`src/rtl/ds18b20_pkg.sv`:
```
// Shared op codes, DS18B20 command bytes and scheduler state encoding.
package ds18b20_pkg;

  typedef enum logic [1:0] {
    OP_RESET = 2'b00,
    OP_WRITE = 2'b01,
    OP_READ  = 2'b10
  } op_code_t;

  localparam logic [7:0] CMD_SKIP_ROM = 8'hCC;
  localparam logic [7:0] CMD_CONVERT  = 8'h44;
  localparam logic [7:0] CMD_READ_SP  = 8'hBE;

  typedef enum logic [3:0] {
    ST_IDLE, ST_RST1, ST_SKIP1, ST_CONV, ST_WAIT_CONV,
    ST_RST2, ST_SKIP2, ST_RDCMD, ST_RD_LO, ST_RD_HI, ST_DONE
  } state_t;

  typedef struct packed {
    logic     issue;
    op_code_t code;
    logic [7:0] wdata;
  } op_t;

  // Engine op launched on entry to a state; issue=0 for non-op states.
  function automatic op_t op_for(state_t s);
    op_t o;
    o = '{issue: 1'b1, code: OP_WRITE, wdata: 8'h00};
    case (s)
      ST_RST1, ST_RST2:   o.code  = OP_RESET;
      ST_SKIP1, ST_SKIP2: o.wdata = CMD_SKIP_ROM;
      ST_CONV:            o.wdata = CMD_CONVERT;
      ST_RDCMD:           o.wdata = CMD_READ_SP;
      ST_RD_LO, ST_RD_HI: o.code  = OP_READ;
      default:            o.issue = 1'b0;
    endcase
    return o;
  endfunction

  function automatic state_t next_state(state_t s);
    case (s)
      ST_IDLE:      return ST_RST1;
      ST_RST1:      return ST_SKIP1;
      ST_SKIP1:     return ST_CONV;
      ST_CONV:      return ST_WAIT_CONV;
      ST_WAIT_CONV: return ST_RST2;
      ST_RST2:      return ST_SKIP2;
      ST_SKIP2:     return ST_RDCMD;
      ST_RDCMD:     return ST_RD_LO;
      ST_RD_LO:     return ST_RD_HI;
      ST_RD_HI:     return ST_DONE;
      default:      return ST_IDLE;
    endcase
  endfunction

endpackage

```
`src/rtl/ds18b20_sched_if.sv`:
```
// Request/ack/done handshake between the scheduler and the 1-Wire byte engine.
interface ds18b20_sched_if;
  import ds18b20_pkg::*;

  logic       op_req;
  op_code_t   op_code;
  logic [7:0] op_wdata;
  logic       op_ack;
  logic       op_done;
  logic [7:0] op_rdata;
  logic       op_presence;

  modport master (
    output op_req, op_code, op_wdata,
    input  op_ack, op_done, op_rdata, op_presence
  );

  modport slave (
    input  op_req, op_code, op_wdata,
    output op_ack, op_done, op_rdata, op_presence
  );
endinterface

```
`src/rtl/ow_tick_gen.sv`:
```
// Free-running 1 us and 1 ms single-cycle tick pulses derived from CLK_HZ.
module ow_tick_gen #(
  parameter int CLK_HZ = 50_000_000
) (
  input  logic clk,
  input  logic rst,
  output logic us_tick,
  output logic ms_tick
);
  localparam int US_DIV = (CLK_HZ / 1_000_000 > 0) ? CLK_HZ / 1_000_000 : 1;
  localparam int MS_DIV = (CLK_HZ / 1_000 > 0) ? CLK_HZ / 1_000 : 1;
  localparam int UW = (US_DIV > 1) ? $clog2(US_DIV) : 1;
  localparam int MW = (MS_DIV > 1) ? $clog2(MS_DIV) : 1;
  localparam logic [UW-1:0] US_LAST = UW'(US_DIV - 1);
  localparam logic [MW-1:0] MS_LAST = MW'(MS_DIV - 1);

  logic [UW-1:0] us_cnt;
  logic [MW-1:0] ms_cnt;

  always_ff @(posedge clk) begin
    if (rst) begin
      us_cnt  <= '0;
      ms_cnt  <= '0;
      us_tick <= 1'b0;
      ms_tick <= 1'b0;
    end else begin
      us_tick <= (us_cnt == US_LAST);
      ms_tick <= (ms_cnt == MS_LAST);
      us_cnt  <= (us_cnt == US_LAST) ? '0 : us_cnt + 1'b1;
      ms_cnt  <= (ms_cnt == MS_LAST) ? '0 : ms_cnt + 1'b1;
    end
  end
endmodule

```
`src/rtl/ds18b20_sched.sv`:
```
// DS18B20 measurement scheduler: sequences byte-engine ops for one conversion
// and scratchpad temperature readout, triggered manually or periodically.
module ds18b20_sched
  import ds18b20_pkg::*;
#(
  parameter int CLK_HZ     = 50_000_000,
  parameter int CONV_MS    = 750,
  parameter int PERIOD_MS  = 1000,
  parameter int TIMEOUT_US = 2000
) (
  input  logic             clk,
  input  logic             rst,
  input  logic             start_req,
  input  logic             auto_en,
  ds18b20_sched_if.master  op,
  output logic [15:0]      temp_raw,
  output logic             temp_valid,
  output logic             busy,
  output logic             err_no_dev
);
  localparam int TW = $clog2(TIMEOUT_US + 1);
  localparam int CW = $clog2(CONV_MS + 1);
  localparam int PW = $clog2(PERIOD_MS + 1);
  localparam logic [TW-1:0] TO_LAST   = TW'(TIMEOUT_US - 1);
  localparam logic [CW-1:0] CONV_LAST = CW'(CONV_MS - 1);
  localparam logic [PW-1:0] PER_LAST  = PW'(PERIOD_MS - 1);

  logic          us_tick, ms_tick;
  state_t        state, adv;
  op_t           nxt_op;
  logic          acked, pending, step, abort, per_hit, is_reset_st;
  logic [TW-1:0] to_cnt;
  logic [CW-1:0] wc_cnt;
  logic [PW-1:0] per_cnt;
  logic [7:0]    lo_q, hi_q;

  ow_tick_gen #(.CLK_HZ(CLK_HZ)) u_tick (
    .clk     (clk),
    .rst     (rst),
    .us_tick (us_tick),
    .ms_tick (ms_tick)
  );

  assign busy    = (state != ST_IDLE);
  assign adv     = next_state(state);
  assign nxt_op  = op_for(adv);
  assign per_hit = auto_en && ms_tick && (per_cnt == PER_LAST);
  assign is_reset_st = (state == ST_RST1) || (state == ST_RST2);

  always_ff @(posedge clk) begin
    if (rst || !auto_en) per_cnt <= '0;
    else if (ms_tick)    per_cnt <= per_hit ? '0 : per_cnt + 1'b1;
  end

  // acked is only ever set in op states, so it gates done/timeout handling.
  always_comb begin
    step  = 1'b0;
    abort = 1'b0;
    case (state)
      ST_IDLE:      step = pending;
      ST_WAIT_CONV: step = ms_tick && (wc_cnt == CONV_LAST);
      ST_DONE:      step = 1'b1;
      default: begin
        if (acked && op.op_done) begin
          if (is_reset_st && !op.op_presence) abort = 1'b1;
          else                                step  = 1'b1;
        end else if (acked && us_tick && to_cnt == TO_LAST) begin
          abort = 1'b1;
        end
      end
    endcase
  end

  always_ff @(posedge clk) begin
    if (rst) begin
      state       <= ST_IDLE;
      op.op_req   <= 1'b0;
      op.op_code  <= OP_RESET;
      op.op_wdata <= 8'h00;
      temp_raw    <= 16'h0000;
      temp_valid  <= 1'b0;
      err_no_dev  <= 1'b0;
      pending     <= 1'b0;
      acked       <= 1'b0;
      to_cnt      <= '0;
      wc_cnt      <= '0;
      lo_q        <= 8'h00;
      hi_q        <= 8'h00;
    end else begin
      temp_valid <= 1'b0;
      if (op.op_req && op.op_ack) begin
        op.op_req <= 1'b0;
        acked     <= 1'b1;
        to_cnt    <= '0;
      end else if (acked && us_tick) begin
        to_cnt <= to_cnt + 1'b1;
      end
      if (state == ST_WAIT_CONV && ms_tick) wc_cnt <= wc_cnt + 1'b1;
      if (state == ST_RD_LO && step) lo_q <= op.op_rdata;
      if (state == ST_RD_HI && step) hi_q <= op.op_rdata;
      if (state == ST_DONE) begin
        temp_raw   <= {hi_q, lo_q};
        temp_valid <= 1'b1;
        err_no_dev <= 1'b0;
      end
      if (abort) begin
        err_no_dev <= 1'b1;
        acked      <= 1'b0;
        state      <= ST_IDLE;
      end else if (step) begin
        state  <= adv;
        acked  <= 1'b0;
        wc_cnt <= '0;
        if (state == ST_IDLE) pending <= 1'b0;
        if (nxt_op.issue) begin
          op.op_req   <= 1'b1;
          op.op_code  <= nxt_op.code;
          op.op_wdata <= nxt_op.wdata;
        end
      end
      // A new request in the same cycle IDLE consumes pending must not be lost.
      if (start_req || per_hit) pending <= 1'b1;
    end
  end
endmodule

```
`src/flat_wrapper.sv`:
```
// flat-port wrapper written by rule: the top's interface ports become plain ports
module ds18b20_sched_flat import ds18b20_pkg::*;
#(
  parameter int CLK_HZ     = 50_000_000,
  parameter int CONV_MS    = 750,
  parameter int PERIOD_MS  = 1000,
  parameter int TIMEOUT_US = 2000
)
  (clk, rst, start_req, auto_en, temp_raw, temp_valid, busy, err_no_dev, op_op_req, op_op_code, op_op_wdata, op_op_ack, op_op_done, op_op_rdata, op_op_presence);
  ds18b20_sched_if op_i ();
  input  logic clk;
  input  logic rst;
  input  logic start_req;
  input  logic auto_en;
  output logic [15:0] temp_raw;
  output logic temp_valid;
  output logic busy;
  output logic err_no_dev;
  output wire logic [$bits(op_i.op_req)-1:0] op_op_req;
  output wire logic [$bits(op_i.op_code)-1:0] op_op_code;
  output wire logic [$bits(op_i.op_wdata)-1:0] op_op_wdata;
  input wire logic [$bits(op_i.op_ack)-1:0] op_op_ack;
  input wire logic [$bits(op_i.op_done)-1:0] op_op_done;
  input wire logic [$bits(op_i.op_rdata)-1:0] op_op_rdata;
  input wire logic [$bits(op_i.op_presence)-1:0] op_op_presence;
  assign op_op_req = op_i.op_req;
  assign op_op_code = op_i.op_code;
  assign op_op_wdata = op_i.op_wdata;
  assign op_i.op_ack = op_op_ack;
  assign op_i.op_done = op_op_done;
  assign op_i.op_rdata = op_op_rdata;
  assign op_i.op_presence = op_op_presence;
  ds18b20_sched #(.CLK_HZ(CLK_HZ), .CONV_MS(CONV_MS), .PERIOD_MS(PERIOD_MS), .TIMEOUT_US(TIMEOUT_US)) u_core (.clk(clk), .rst(rst), .start_req(start_req), .auto_en(auto_en), .op(op_i), .temp_raw(temp_raw), .temp_valid(temp_valid), .busy(busy), .err_no_dev(err_no_dev));
endmodule
```
`config.mk`:
```
export PLATFORM = sky130hd
export DESIGN_NAME = ds18b20_sched_flat
export DESIGN_NICKNAME = d
export VERILOG_FILES = /design/src/rtl/ds18b20_pkg.sv /design/src/rtl/ds18b20_sched_if.sv /design/src/rtl/ow_tick_gen.sv /design/src/rtl/ds18b20_sched.sv /design/src/flat_wrapper.sv
export SDC_FILE = /design/constraint.sdc
export NUM_CORES = 1
export LEC_CHECK = 0
export CAP_MARGIN = 5
export CORE_ASPECT_RATIO = 0.6
export CORE_MARGIN = 3
export CORE_UTILIZATION = 51
export CTS_CLUSTER_SIZE = 10
export DETAILED_ROUTE_END_ITERATION = 8
export GPL_TIMING_DRIVEN = 0
export PLACE_DENSITY = 0.76
export SLEW_MARGIN = 30
export SYNTH_ARGS = -nofsm -noshare
export SYNTH_HDL_FRONTEND = slang
export SYNTH_SLANG_ARGS = --single-unit
```
`constraint.sdc`:
```
create_clock -name clk -period 2.2 [get_ports clk]
set_clock_uncertainty 0.1 [all_clocks]
set_input_delay 0.33 -clock clk [delete_from_list [all_inputs] [get_ports clk]]
set_output_delay 0.33 -clock clk [all_outputs]
set_load 0.05 [all_outputs]
```
== Word level (Yosys, flattened, before mapping) ==
Memories as Yosys holds them, arrays and structs flattened. A register that Yosys moved wholly into a read port is not among the register bits.
Cells that the tools add are included.
W data, S select, Z words.
Cells by class
  bitwise logic cells: 1
  reductions and logical operators: 33
  equal/unequal tests: 20
  $add $sub $neg: 5
  mux-type cells: 27
Operators by type and width (number)
  $mux W10: 4
  $pmux W8 S3: 1
  $add A10 B1 Y10 const B: 2
  $eq A10 B10 Y1 const B: 2
  $eq A4 B3 Y1 const B: 5
  $eq A4 B4 Y1 const B: 5
  $mux W1: 18
  $add A16 B1 Y16 const B: 1
  $eq A16 B16 Y1 const B: 1
  $reduce_or A2 Y1: 7
  $add A11 B1 Y11 const B: 1
  $eq A11 B11 Y1 const B: 1
  $logic_and A1 B1 Y1: 11
  $eq A4 B1 Y1 const B: 2
  $eq A4 B2 Y1 const B: 2
  $mux W4: 2
  $reduce_or A8 Y1: 1
  $add A6 B1 Y6 const B: 1
  $eq A6 B6 Y1 const B: 1
  $reduce_and A3 Y1: 2
  $reduce_bool A2 Y1: 3
  $reduce_or A3 Y1: 2
  $logic_not A4 Y1: 1
  $pmux W2 S2: 1
  other kinds (6): 9
Word-level totals
  memories kept: 1
  output and inout port bits: 30
  word-level logic and storage cells: 105
  register bits after elaboration: 106
  input bits: 15
  bits in read-only memories: 64
Memories
  (no name shown): words 16, width 4, read ports 1, clocked after Yosys merged registers in 1, write ports 0, line ds18b20_pkg.sv:41  | case (s)

== Logic depth before layout (Yosys ltp) ==
  word-level depth: 9
  gate-level depth with buffers: 11
  depth with buffers taken out: 10

== By module ==
Synthesis repeated with hierarchy kept, for this count alone.
Second synthesis, totals
  cells, all modules: 508
  area total of the unflattened synthesis: 4586.9 um^2
By module, submodules not included
  ds18b20_sched: area an instance 3552.2 um^2, times used 1, cells an instance 399, seq. area each 1641.6 um^2
  ow_tick_gen: area an instance 1034.7 um^2, times used 1, cells an instance 109, seq. area each 480.5 um^2

== Worst setup path before layout ==
No wires, ideal clock.
  path type: register to register
  from: reg u_core.state[1]
  to: reg u_core.adv[1] (netlist name)
  arrival: 2.077 ns
  cell stages (with the launch flop): 10
  buffers on the path: 1
  library setup time: 0.124 ns
  setup slack: -0.101 ns
  clock period less this slack: 2.301 ns
  required time: 1.976 ns
  cell sequence: dfxtp_1 > buf_2 > nor4_4 > a41o_1 > nand3_1 > a21oi_1 > inv_1 > ha_1 > o21ai_0 > o31ai_1
Between the ends
  cells in the longest elaborated chain, start to end: 8
  elaborated cells on any way between the ends: 17
  those cells by class: eq/ne: 4; mux: 8; reduce/logical: 5
Ends and longest elaborated chain
  from (decl): line ds18b20_sched.sv:29  | state_t state, adv;
  from (signal assigned): line ds18b20_sched.sv:111  | state <= adv;
  $eq A4 B1 Y1 / $eq A4 B3 Y1 (equally long branches): line ds18b20_sched.sv:48  | assign is_reset_st = (state == ST_RST1) || (state == ST_RST2);
  $logic_or A1 B1 Y1: line ds18b20_sched.sv:48
  $logic_and A1 B1 Y1: line ds18b20_sched.sv:65  | if (is_reset_st && !op.op_presence) abort = 1'b1;
  $mux W1: line ds18b20_sched.sv:65
  $mux W1: line ds18b20_sched.sv:64  | if (acked && op.op_done) begin
  $pmux W1 S3 / $mux W1 (equally long branches): line ds18b20_sched.sv:59  | case (state)
  $mux W4 (no line) / $reduce_or A2 Y1 (equally long branches)
  $mux W4 (no line) *
Mark *: on every way between the ends. The rest lies on a longest branch, timed or not.
A chain may end at the register's enable or synchronous reset.

== Worst setup path in the final report ==
  from: in op_op_presence
  to: reg u_core.adv[3] (netlist name)
Between the ends
  cells in the longest elaborated chain, start to end: 7
  elaborated cells on any way between the ends: 11
  those cells by class: mux: 8; reduce/logical: 3
Ends and longest elaborated chain
  from (decl): line flat_wrapper.sv:25  | input wire logic [$bits(op_i.op_presence)-1:0] op_op_presence;
  $logic_not A1 Y1 *: line ds18b20_sched.sv:65
  $logic_and A1 B1 Y1 *: line ds18b20_sched.sv:65
  $mux W1: line ds18b20_sched.sv:65
  $mux W1: line ds18b20_sched.sv:64
  $pmux W1 S3 / $mux W1 (equally long branches): line ds18b20_sched.sv:59
  $mux W4 (no line) / $reduce_or A2 Y1 (equally long branches)
  $mux W4 (no line) *
Marked as above.

==> metrics.txt <==
Post-synth EDFFs=0; global route overflow=0; proportion of layout cells with a drive suffix above 1=0.177; clock root buffer=sky130_fd_sc_hd__clkbuf_16; pin count of the biggest net entering global routing=19; starting density of the core=0.545; Worst Setup EP=u_core.adv[3]$_DFF_P_; asr flop ratio synth=0; Synth Cell Area=4460 um2; combined area of the multi-input logic cells=2380 um2; CTS max path bufs=2; worst-case register-to-register setup slack=-120 ps; Die ar.=9950 um2; critical path capture point type=flop; Worst R2R End=u_core.adv[3]$_DFF_P_; global placement routability congestion=0.826; Final min period=2330 ps; pre-CTS WS=-613 ps; number of sinks handled by clock tree synthesis=106; die boundary height=78.5 um; Worst-Margin Slew=735 ps; fraction of the yosys area taken by sequential cells=0.475; Placement Rows=25; GRT Total Usage=0.218; register area=2150 um2; diode count=0; failing checks=negative setup slack; required time of the critical path=2350 ps; Static Leak=0.00208 uW; detailed placement HPWL=6.78 mm; area of the placeable core=8200 um2; clock latency at the later pin of the worst-skew pair=350 ps; Synth Flop Type=sky130_fd_sc_hd__dfxtp_1; Synth Net Count=523; Setup-failing EPs final=17; outcome=finished with violations; DRT iter0 DRCs=237; CTS H-tree lvls=3; Unique masters post-synth=57; Setup crit start=op_op_presence; most common cell after layout, fill and taps aside=sky130_fd_sc_hd__dfxtp_1; router iterations before antenna repair=5; met1 usage in global routing=0.297; post-synthesis sequential element count=106; clock tree from TritonCTS=done; classification of the worst-slack hold path=flop to flop; Filler Cell Count=600; CTS Buf Count=9; number of maximum-capacitance violations=0; number of antenna violations at the first check in global routing=0; gate count after technology mapping=497; unrepaired setup endpoints after global routing=yes; worst-case reg-to-reg path depth=9; synthesis warning total=0; kind of start point of the critical path=primary input; Final period util=1.06; crit path kind=primary input to flop; normalized max-slew margin=0.510; peak supply drop=0.521 mV; vias per cell=5.49; count of placed standard cells including taps=647; synthesis-to-layout area growth=30.2%; Pwr per Cell Area=826 nW/um2; Antenna Nets Post-Route=0; total number of vias=3,789; hold violation count in the final report=0; wire length per cell=15.9 um; number of cells in the finished layout apart from fillers=690; remaining design rule violation count=0; number of port buffers=42; global routing's busiest layer=met2; Avg Inst Size Synth=8.98 um2; vias in the first global route=3,529; critical path data arrival time=2480 ps; total negative setup slack=-578 ps; max-slew violation total from the final report=0; setup slack after layout=-135 ps; GR Util met2=0.329; commonest cells after routing, fill and taps aside=93 x sky130_fd_sc_hd__dfxtp_1, 86 x sky130_fd_sc_hd__nor2_1, 64 x sky130_fd_sc_hd__nand2_1, 41 x sky130_fd_sc_hd__clkdlybuf4s50_1, 30 x sky130_fd_sc_hd__a21oi_1; width of the chip=127 um; Total Routed Length=11.0 mm; first-pass GRT wire length=17.3 mm; number of top-level design ports=45; worst hold-check slack=355 ps; post-route cell area=5810 um2; critical-path maximum fanout=5; top achievable clock speed=428 MHz; clock input transition at the sequential cells of the worst setup and hold paths=70 ps; met3 GRT Util=0.0680; Post-DP Area=5030 um2; net total in the final layout=603; reg-to-reg critical path startpoint=u_core.state[1]$_SDFFE_PP0N_
[cell type report]
type,count,share of cell area
clock buffers,10,0.0394
multi-input cells,358,0.409
clock inverters,6,0.0114
inverters,12,0.00775
repair buffers,72,0.121
plain buffers,18,0.0185
flip-flops and latches,106,0.369
well taps,108,0.0233
[routing by layer]
metal,wire (um),up-vias
met4,277,0
met2,5060,116
met3,596,25
met5,0,-
li1,-,1840
met1,5060,1808
[power by group]
group          leakage (uW)  switching (uW)  internal [uW]  total (uW)
logic               0.00107             638            484        1120
clock network      0.000147             730            887        1620
registers          0.000864            84.5           1980        2060
[flip-flops by register name, indices dropped and copies added, names as in the netlist, 6 cells and up]
| name | flops |
|---|---|
| u_core.hi_q | 8 |
| u_core.to_cnt | 11 |
| u_core.u_tick.us_cnt | 6 |
| u_core.u_tick.ms_cnt | 16 |
| u_core.temp_raw | 16 |
| u_core.lo_q | 8 |
| u_core.per_cnt | 10 |
| u_core.wc_cnt | 10 |
[cells in the mapped netlist, types with 2 or more instances]
master / instances / share of area
sky130_fd_sc_hd__buf_2: 3 / 0.0034
sky130_fd_sc_hd__xor2_1: 28 / 0.055
sky130_fd_sc_hd__nand2b_1: 3 / 0.0042
sky130_fd_sc_hd__mux2i_1: 17 / 0.038
sky130_fd_sc_hd__nand3_1: 21 / 0.024
sky130_fd_sc_hd__a21oi_1: 32 / 0.036
sky130_fd_sc_hd__and3_1: 10 / 0.014
sky130_fd_sc_hd__nor4_1: 2 / 0.0028
sky130_fd_sc_hd__buf_4: 4 / 0.0067
sky130_fd_sc_hd__nand2_1: 65 / 0.055
sky130_fd_sc_hd__clkbuf_1: 11 / 0.0092
sky130_fd_sc_hd__o31ai_1: 2 / 0.0034
sky130_fd_sc_hd__nand4_1: 11 / 0.015
sky130_fd_sc_hd__nor3_1: 5 / 0.0056
sky130_fd_sc_hd__or3_1: 4 / 0.0056
sky130_fd_sc_hd__o21ai_0: 8 / 0.0090
sky130_fd_sc_hd__xnor2_1: 16 / 0.031
sky130_fd_sc_hd__and2_1: 2 / 0.0028
sky130_fd_sc_hd__nor3_4: 2 / 0.0073
sky130_fd_sc_hd__buf_1: 2 / 0.0017
sky130_fd_sc_hd__ha_1: 11 / 0.031
sky130_fd_sc_hd__inv_1: 11 / 0.0092
sky130_fd_sc_hd__nor2_1: 86 / 0.072
sky130_fd_sc_hd__dfxtp_1: 106 / 0.48
sky130_fd_sc_hd__nor4_4: 3 / 0.014
[cell families (layout without fill, tap and decap cells)]
logic type      after synthesis  count (layout)  share of synthesized area
buf+inv                      33             118                     0.0336
compound gates               59              59                     0.0872
other cells                   1               1                   0.000840
xor+xnor                     44              44                     0.0863
fa+ha+maj                    11              11                     0.0308
flops                       106             106                      0.475
mux                          17              17                     0.0381
simple gates                226             226                      0.248
[per-stage QoR]
stage	power, uW	utilization
2_1_floorplan	2610	-
3_3_place_gp	2800	0.614
3_5_place_dp	2820	0.614
4_1_cts	4600	0.684
5_1_grt	4990	0.709
6_report	4800	0.709
[worst min-delay path by stage]
stage	from	to	cells past startpoint
4_1_cts	u_core.u_tick.ms_cnt[0]$_SDFF_PP0_	u_core.u_tick.ms_cnt[0]$_SDFF_PP0_	1
2_1_floorplan	u_core.u_tick.ms_cnt[0]$_SDFF_PP0_	u_core.u_tick.ms_cnt[0]$_SDFF_PP0_	1
3_5_place_dp	u_core.u_tick.ms_cnt[0]$_SDFF_PP0_	u_core.u_tick.ms_cnt[0]$_SDFF_PP0_	1
6_report	u_core.lo_q[7]$_SDFFE_PP0P_	u_core.temp_raw[7]$_SDFFE_PP0P_	2
5_1_grt	u_core.hi_q[7]$_SDFFE_PP0P_	u_core.temp_raw[15]$_SDFFE_PP0P_	2
3_3_place_gp	u_core.u_tick.ms_cnt[0]$_SDFF_PP0_	u_core.u_tick.ms_cnt[0]$_SDFF_PP0_	1
[worst max-delay path, cell delays in order]
cell                              delay, ps
sky130_fd_sc_hd__clkdlybuf4s50_1        420
sky130_fd_sc_hd__o311a_1                430
sky130_fd_sc_hd__or3_4                  420
sky130_fd_sc_hd__nand3_4                140
sky130_fd_sc_hd__a21oi_4                 80
sky130_fd_sc_hd__buf_6                  160
sky130_fd_sc_hd__ha_4                   160
sky130_fd_sc_hd__o21a_1                 110
sky130_fd_sc_hd__a22o_1                 230
[what timing repair did]
item,CTS,global route
resized for setup,33,33
setup buffers,16,14
setup endpoints to repair,42,48
pin swaps,12,14
hold buffers,0,0
No activity file was read; power rests on OpenSTA's default activity.
